==> src/rtl/fetch_queue.sv <==
// ---------------------------------------------------------------------------
// fetch_queue
//
// Dual-issue instruction fetch queue sitting between the instruction TCM read
// port and decode. Up to two {instr, pc} pairs are captured per cycle into a
// circular buffer; the two oldest entries are presented to decode, which
// retires zero, one or two per cycle. A redirect (flush_i) empties the queue.
//
// Ports:
//   clk, rst_n                  core clock, asynchronous active-low reset
//   flush_i                     redirect; empties the queue at the next edge
//   in_valid{0,1}_i             TCM response slot valids (slot 1 alone ignored)
//   in_instr{0,1}_i, in_pc{0,1}_i  TCM response payload
//   in_ready_o                  queue has room for two entries this cycle
//   out_valid{0,1}_o            head / head+1 entry valid
//   out_instr{0,1}_o, out_pc{0,1}_o  head / head+1 payload
//   deq_i                       entries consumed by decode (3 acts as 2)
//   count_o                     current occupancy (0..DEPTH)
// ---------------------------------------------------------------------------
module fetch_queue #(
  parameter int DEPTH = 8,
  parameter int XLEN  = 32
) (
  input  logic                       clk,
  input  logic                       rst_n,
  input  logic                       flush_i,
  input  logic                       in_valid0_i,
  input  logic [XLEN-1:0]            in_instr0_i,
  input  logic [XLEN-1:0]            in_pc0_i,
  input  logic                       in_valid1_i,
  input  logic [XLEN-1:0]            in_instr1_i,
  input  logic [XLEN-1:0]            in_pc1_i,
  output logic                       in_ready_o,
  output logic                       out_valid0_o,
  output logic [XLEN-1:0]            out_instr0_o,
  output logic [XLEN-1:0]            out_pc0_o,
  output logic                       out_valid1_o,
  output logic [XLEN-1:0]            out_instr1_o,
  output logic [XLEN-1:0]            out_pc1_o,
  input  logic [1:0]                 deq_i,
  output logic [$clog2(DEPTH):0]     count_o
);

  localparam int PTR_W = $clog2(DEPTH);
  localparam int CNT_W = PTR_W + 1;

  // Storage
  logic [XLEN-1:0] instr_mem_q [DEPTH];
  logic [XLEN-1:0] pc_mem_q    [DEPTH];

  // Control state
  logic [PTR_W-1:0] rd_ptr_q, rd_ptr_d;
  logic [PTR_W-1:0] wr_ptr_q, wr_ptr_d;
  logic [CNT_W-1:0] cnt_q,    cnt_d;

  // Derived control
  logic [PTR_W-1:0] wr_ptr_p1;
  logic [PTR_W-1:0] rd_ptr_p1;
  logic             enq_ok;
  logic             we0, we1;
  logic [1:0]       enq_n;
  logic [1:0]       deq_req;
  logic [1:0]       deq_n;

  // Ready depends only on registered occupancy: no pass-through when full.
  assign in_ready_o = (cnt_q <= CNT_W'(DEPTH - 2));

  assign wr_ptr_p1 = wr_ptr_q + PTR_W'(1);
  assign rd_ptr_p1 = rd_ptr_q + PTR_W'(1);

  // NOTE: every signal written in an always_comb gets a default first, so no
  // path leaves it unassigned and no latch is inferred.
  always_comb begin
    enq_ok  = in_ready_o && !flush_i;
    we0     = 1'b0;
    we1     = 1'b0;
    enq_n   = 2'd0;
    deq_req = deq_i;
    deq_n   = 2'd0;
    rd_ptr_d = rd_ptr_q;
    wr_ptr_d = wr_ptr_q;
    cnt_d    = cnt_q;

    // Slot 1 only counts when slot 0 is also valid (cross-line fetch drops 1).
    if (enq_ok && in_valid0_i) begin
      we0   = 1'b1;
      we1   = in_valid1_i;
      enq_n = in_valid1_i ? 2'd2 : 2'd1;
    end

    if (deq_i == 2'd3) deq_req = 2'd2;
    // Clamp over-request to what is actually held.
    if (cnt_q < CNT_W'(deq_req)) deq_n = cnt_q[1:0];
    else                         deq_n = deq_req;

    if (flush_i) begin
      rd_ptr_d = '0;
      wr_ptr_d = '0;
      cnt_d    = '0;
    end else begin
      rd_ptr_d = rd_ptr_q + PTR_W'(deq_n);
      wr_ptr_d = wr_ptr_q + PTR_W'(enq_n);
      cnt_d    = cnt_q + CNT_W'(enq_n) - CNT_W'(deq_n);
    end
  end

  // NOTE: sequential state is updated with non-blocking assignments so every
  // flop samples the pre-edge value of its inputs.
  always_ff @(posedge clk or negedge rst_n) begin
    if (!rst_n) begin
      rd_ptr_q <= '0;
      wr_ptr_q <= '0;
      cnt_q    <= '0;
    end else begin
      rd_ptr_q <= rd_ptr_d;
      wr_ptr_q <= wr_ptr_d;
      cnt_q    <= cnt_d;
    end
  end

  // NOTE: the storage array has no reset; validity is tracked by cnt_q alone,
  // so clearing the data would only cost reset fan-out.
  always_ff @(posedge clk) begin
    if (we0) begin
      instr_mem_q[wr_ptr_q] <= in_instr0_i;
      pc_mem_q[wr_ptr_q]    <= in_pc0_i;
    end
    if (we1) begin
      instr_mem_q[wr_ptr_p1] <= in_instr1_i;
      pc_mem_q[wr_ptr_p1]    <= in_pc1_i;
    end
  end

  // Outputs: head and head+1, wrapping modulo DEPTH.
  assign out_valid0_o = (cnt_q >= CNT_W'(1));
  assign out_valid1_o = (cnt_q >= CNT_W'(2));
  assign out_instr0_o = instr_mem_q[rd_ptr_q];
  assign out_pc0_o    = pc_mem_q[rd_ptr_q];
  assign out_instr1_o = instr_mem_q[rd_ptr_p1];
  assign out_pc1_o    = pc_mem_q[rd_ptr_p1];
  assign count_o      = cnt_q;

endmodule

==> config.mk <==
export PLATFORM = sky130hd
export DESIGN_NAME = fetch_queue
export DESIGN_NICKNAME = d
export VERILOG_FILES = /design/src/rtl/fetch_queue.sv
export SDC_FILE = /design/constraint.sdc
export NUM_CORES = 1
export LEC_CHECK = 0
export CORE_MARGIN = 2
export CORE_UTILIZATION = 55
export CTS_CLUSTER_DIAMETER = 60
export DETAILED_ROUTE_END_ITERATION = 16
export PLACE_DENSITY = 0.77
export SLEW_MARGIN = 20
export SYNTH_ARGS = -nofsm -noshare
export SYNTH_HDL_FRONTEND = slang
export SYNTH_SLANG_ARGS = --single-unit
==> constraint.sdc <==
create_clock -name clk -period 10.3 [get_ports clk]
set_input_delay 2.06 -clock clk [delete_from_list [all_inputs] [get_ports clk]]
set_output_delay 2.06 -clock clk [all_outputs]
set_load 0.02 [all_outputs]
==> Word-level counts from Yosys, hierarchy flattened <==
Memories as Yosys holds them, arrays and structs flattened.
Cells that the tools add are included.
{ "word_totals": {"reg_bits": 10, "wordCells": 32, "ramBits": 512, "memories": 2} }
{ "memory_table": {"columns": ["name", "depth", "word_bits", "read_ports", "rd_ports_with_merged_regs", "write_ports", "line_no", "rtl"], "rows": [
  ["instr_mem_q", 8, 32, 2, 0, 2, "48", "logic [XLEN-1:0] instr_mem_q [DEPTH];"],
  ["pc_mem_q", 8, 32, 2, 0, 2, "49", "logic [XLEN-1:0] pc_mem_q [DEPTH];"]
]} }
{ "op_classes": {"muxes": 13, "order_cmp": 4, "reduce_logical": 3, "n_addsub": 6, "n_eq_ne": 1} }
{ "ops": {"columns": ["operator", "count"], "rows": [
  ["2-to-1 mux 2 bit", 4],
  ["adder 3 x 1 -> 3 bit, second input constant", 2],
  ["adder 3 x 2 -> 3 bit", 2],
  ["2-to-1 mux 1 bit", 6],
  ["2-to-1 mux 3 bit", 2],
  ["adder 4 x 2 -> 4 bit", 1],
  [">= comparator 4 x 1 -> 1 bit, second input constant", 1],
  [">= comparator 4 x 2 -> 1 bit, second input constant", 1],
  ["<= comparator 4 x 3 -> 1 bit, second input constant", 1],
  ["less-than comparator 4 x 2 -> 1 bit", 1],
  ["2-to-1 mux 4 bit", 1],
  ["subtractor 4 x 2 -> 4 bit", 1],
  ["== test 2 bit, second input constant", 1],
  ["logical AND 1 bit", 2],
  ["zero test 1 bit", 1]
]} }

==> Logic depth before layout (Yosys ltp) <==
{ "logic_depth": {"depth_word": 7, "depth_mapped": 13, "ltp_nobuf": 13} }

==> Worst setup path before layout <==
No wires, ideal clock.
{ "synth_path": {"path_kind": "input to register", "start": "in in_valid1_i", "end": "mem instr_mem_q[1][0] (enable)", "path_stages": 3, "setup_ns": 0.507, "slack_ns": 4.000, "required_ns": 9.793, "arrival_ns": 5.793, "cell_sequence": "inv_2 -> or4_1 -> a21oi_1"} }
{ "synth_rtl": {"columns": ["item", "line_no", "rtl"], "rows": [
  ["start, declared", "30", "input logic in_valid1_i,"],
  ["end, declared", "48", null]
]} }

==> Worst setup path in the final report <==
{ "layout_path": {"start": "reg rd_ptr_q[0]", "end": "out out_instr1_o[18]"} }
{ "layout_via": {"elab_chain_len": 2} }
{ "layout_rtl": {"columns": ["item", "line_no", "rtl"], "rows": [
  ["start, declared", "52", "logic [PTR_W-1:0] rd_ptr_q, rd_ptr_d;"],
  ["start signal, assigned", "115", "rd_ptr_q <= rd_ptr_d;"],
  ["adder 3 x 1 -> 3 bit", "69", "assign rd_ptr_p1 = rd_ptr_q + PTR_W'(1);"],
  ["memory (8 x 32 bit)", null, null],
  ["end, declared", "38", "output logic [XLEN-1:0] out_instr1_o,"]
]} }
Every way passes these cells.

==> load_flow_metrics.sql <==
INSERT INTO impl_metrics (metric_group, metric, value, unit) VALUES
('min_path', 'timing.hold.worst.start', 'count_o[2]', ''),
('layout', 'finish.utilization', '64.83', '%'),
('routing', 'drtPass1Iterations', '5', ''),
('timing', 'slew_headroom', '23.56', '%'),
('routing', 'totalWireLength', '79920', 'um'),
('routing', 'wire_per_inst', '29.74', 'um'),
('yosys', 'cell_type_with_the_largest_total_area_after_synthesis', 'sky130_fd_sc_hd__edfxtp_1', ''),
('outcome', 'status', 'completed', ''),
('floorplanning', 'floorplan.die.width', '239.9', 'um'),
('clocking', 'h-tree-depth', '2', ''),
('timing', 'fmax', '163.9', 'MHz'),
('placement', 'gp_congestion', '0.7846', ''),
('clocking', 'clock_tree.buffer_depth', '3', ''),
('critical_path', 'reg2regPathDepth', '7', ''),
('routing', 'm1WireLength', '32100', 'um'),
('timing', 'worst_hold_slack', '0.8529', 'ns'),
('timing', 'slew_viols_final', '0', ''),
('yosys', 'synth_top_area_share', '50.21', '%'),
('placement', 'place.detailed.hpwl', '44260', 'um'),
('power_and_ir_drop', 'p_leak', '11.75', 'nW'),
('critical_path', 'cell_breakdown_of_the_critical_path', 'ha_4 -> buf_4 -> mux4_2 -> mux2_2 -> clkdlybuf4s50_1', ''),
('yosys', 'postSynthCellCount', '1644', ''),
('timing', 'rsz0062_at_grt', 'no', ''),
('layout', 'area_delta_synth_final', '16.65', '%'),
('yosys', 'nets_in_the_synthesized_netlist', '1794', ''),
('critical_path', 'critPathLaunch', 'rd_ptr_q[0]', ''),
('yosys', 'synth_area', '0.03062', 'sq mm'),
('clocking', 'cts.repair_timing.setup_buffer_count', '0', ''),
('timing', 'shortest_clock_period_the_worst_path_allows_after_layout', '6.102', 'ns'),
('placement', 'port_bufs', '269', ''),
('floorplanning', 'ios', '270', ''),
('global_route', 'global_route.usage.total', '28.18', '%'),
('clocking', 'cts.hold.buffers_added', '0', ''),
('yosys', 'post_synth_main_area_contributors', 'sky130_fd_sc_hd__edfxtp_1, sky130_fd_sc_hd__mux4_2, sky130_fd_sc_hd__mux2_2, sky130_fd_sc_hd__mux2_4, sky130_fd_sc_hd__buf_6', ''),
('timing', 'finalCritPeriodShare', '59.25', '%'),
('timing', 'clock-skew-final', '0.02590', 'ns'),
('clocking', 'tritoncts', 'built', ''),
('yosys', 'synth-edff-count', '512', ''),
('yosys', 'synth_area_per_cell', '18.62', 'sq um'),
('critical_path', 'critPathSlowestCell', 'sky130_fd_sc_hd__buf_4', ''),
('critical_path', 'worstPathMaxFanout', '56', ''),
('routing', 'first_iter_violations', '1576', ''),
('yosys', 'ys_warn_count', '0', ''),
('floorplanning', 'core_region_area', '0.05509', 'sq mm'),
('power_and_ir_drop', 'finalPower', '8.044', 'mW'),
('clocking', 'post_cts_resized', '0', ''),
('clocking', 'numCtsBuffers', '57', ''),
('timing', 'tightest_slew', '1.147', 'ns'),
('layout', 'final-instance-count-excl-fill', '2687', ''),
('global_route', 'first_global_vias', '18170', ''),
('clocking', 'path_clk_slew', '0.06', 'ns'),
('global_route', 'initial_antenna_violation_count', '15', ''),
('yosys', 'proportion_of_synthesized_chip_area_in_sequential_cells', '51.03', '%'),
('clocking', 'clk-insertion-delay-late', '0.63', 'ns'),
('timing', 'fin_tns_setup', '0', 'ns'),
('min_path', 'whs_path_depth', '4', ''),
('placement', 'placed_area', '0.03386', 'sq mm'),
('critical_path', 'worst_ep_required_time', '8.24', 'ns'),
('floorplanning', 'floorplan.die_area', '0.05757', 'sq mm'),
('clocking', 'master_cell_of_the_clock_root_buffer', 'sky130_fd_sc_hd__clkbuf_16', ''),
('critical_path', 'cp.arrival', '4.04', 'ns'),
('critical_path', 'worst_setup_path_type', 'reg2out', ''),
('layout', 'design.final.nets', '2034', ''),
('layout', 'layout.cells.most_common', 'sky130_fd_sc_hd__edfxtp_1', ''),
('power_and_ir_drop', 'vdd.ir_drop.worst', '0.1865', 'mV'),
('routing', 'vias', '17520', ''),
('routing', 'vias_per_cell', '6.519', ''),
('yosys', 'flip_flop_and_latch_count_after_synthesis', '522', ''),
('timing', 'final.setup.worst_slack', '4.198', 'ns'),
('layout', 'layout_common_cells', 'sky130_fd_sc_hd__edfxtp_1, sky130_fd_sc_hd__mux2_2, sky130_fd_sc_hd__clkdlybuf4s50_1, sky130_fd_sc_hd__mux4_2, sky130_fd_sc_hd__mux2_4', ''),
('critical_path', 'crit_path_max_incr_delay', '0.79', 'ns');
area by class of cell:
| class | instances | area, sq um | area share, % |
|---|---|---|---|
| sequential | 522 | 15640 | 43.78 |
| multi-input combinational | 985 | 14260 | 39.93 |
| timing repair buffer | 309 | 3049 | 8.537 |
| clock buffer | 70 | 1518 | 4.249 |
| tap | 748 | 935.9 | 2.620 |
| clock inverter | 36 | 262.8 | 0.7357 |
| inverter | 9 | 33.78 | 0.09459 |
| antenna | 8 | 20.02 | 0.05605 |
report_power, final:
| group | total, mW | switching (mW) | internal (mW) |
|---|---|---|---|
| Clock | 1.97 | 0.830 | 1.14 |
| Combinational | 3.56 | 1.71 | 1.85 |
| Sequential | 2.52 | 0.0922 | 2.43 |
| Total | 8.04 | 2.63 | 5.42 |
path summary, 6_finish.rpt:
path	end	slack, ns
max	out_instr1_o[18]	4.20
min	count_o[3]	0.85
max reg2reg	instr_mem_q[5][31]	6.27
min reg2reg	count_o[3]	0.85
max in group asynchronous	rd_ptr_q[0]	8.16
min in group asynchronous	count_o[3]	1.76
cells in the mapped netlist (2+ instances only):
| library cell | count |
|---|---|
| sky130_fd_sc_hd__edfxtp_1 | 512 |
| sky130_fd_sc_hd__nand3b_1 | 3 |
| sky130_fd_sc_hd__mux2_1 | 26 |
| sky130_fd_sc_hd__buf_2 | 41 |
| sky130_fd_sc_hd__xnor2_1 | 5 |
| sky130_fd_sc_hd__dfrtp_1 | 10 |
| sky130_fd_sc_hd__mux2_4 | 110 |
| sky130_fd_sc_hd__nor2b_1 | 7 |
| sky130_fd_sc_hd__clkbuf_1 | 35 |
| sky130_fd_sc_hd__mux4_2 | 256 |
| sky130_fd_sc_hd__buf_4 | 4 |
| sky130_fd_sc_hd__or4_1 | 4 |
| sky130_fd_sc_hd__mux2_2 | 504 |
| sky130_fd_sc_hd__nor4_4 | 2 |
| sky130_fd_sc_hd__fa_1 | 4 |
| sky130_fd_sc_hd__buf_1 | 11 |
| sky130_fd_sc_hd__a21oi_1 | 6 |
| sky130_fd_sc_hd__nand2_1 | 3 |
| sky130_fd_sc_hd__o21a_1 | 2 |
| sky130_fd_sc_hd__or4b_1 | 2 |
| sky130_fd_sc_hd__nor3b_1 | 2 |
| sky130_fd_sc_hd__ha_1 | 11 |
| sky130_fd_sc_hd__nand2b_1 | 2 |
| sky130_fd_sc_hd__nor2_1 | 13 |
| sky130_fd_sc_hd__inv_1 | 8 |
| sky130_fd_sc_hd__nand3_1 | 3 |
| sky130_fd_sc_hd__nor3_4 | 2 |
| sky130_fd_sc_hd__buf_6 | 37 |
| sky130_fd_sc_hd__a31oi_1 | 2 |
| sky130_fd_sc_hd__or3_1 | 2 |
flip-flops by register name, summed over array words and instances (netlist names):
register and cells:
instr_mem_q 256, rd_ptr_q 3, count_o 4, wr_ptr_q 3, pc_mem_q 256
routing by layer:
layer	vias up	global-route usage [%]
met3	133	7.084
met1	9257	38.20
met4	18	6.813
li1	7409	-
met2	699	46.07
met5	-	0
kinds of logic after synthesis:
logic type                 count (synthesis)  synth area share [%]
muxes                                    896                 43.72
DFF                                      522                 51.03
buffers and inverters                    137                 2.803
and+or+nand+nor                           51                 1.136
AOI/OAI and AO/OA                         16                0.3760
adders and majority gates                 15                0.7110
xor gates and xnor gates                   7                0.2248
critical path, delay by kind of cell, from the launching register on:
kind,cells,cell delay [ns]
flip-flops,1,0.67
buffers and inverters,2,1.34
multiplexers,2,0.74
adder cells (fa/ha/maj),1,0.62
(Power assumes the default switching activity.)
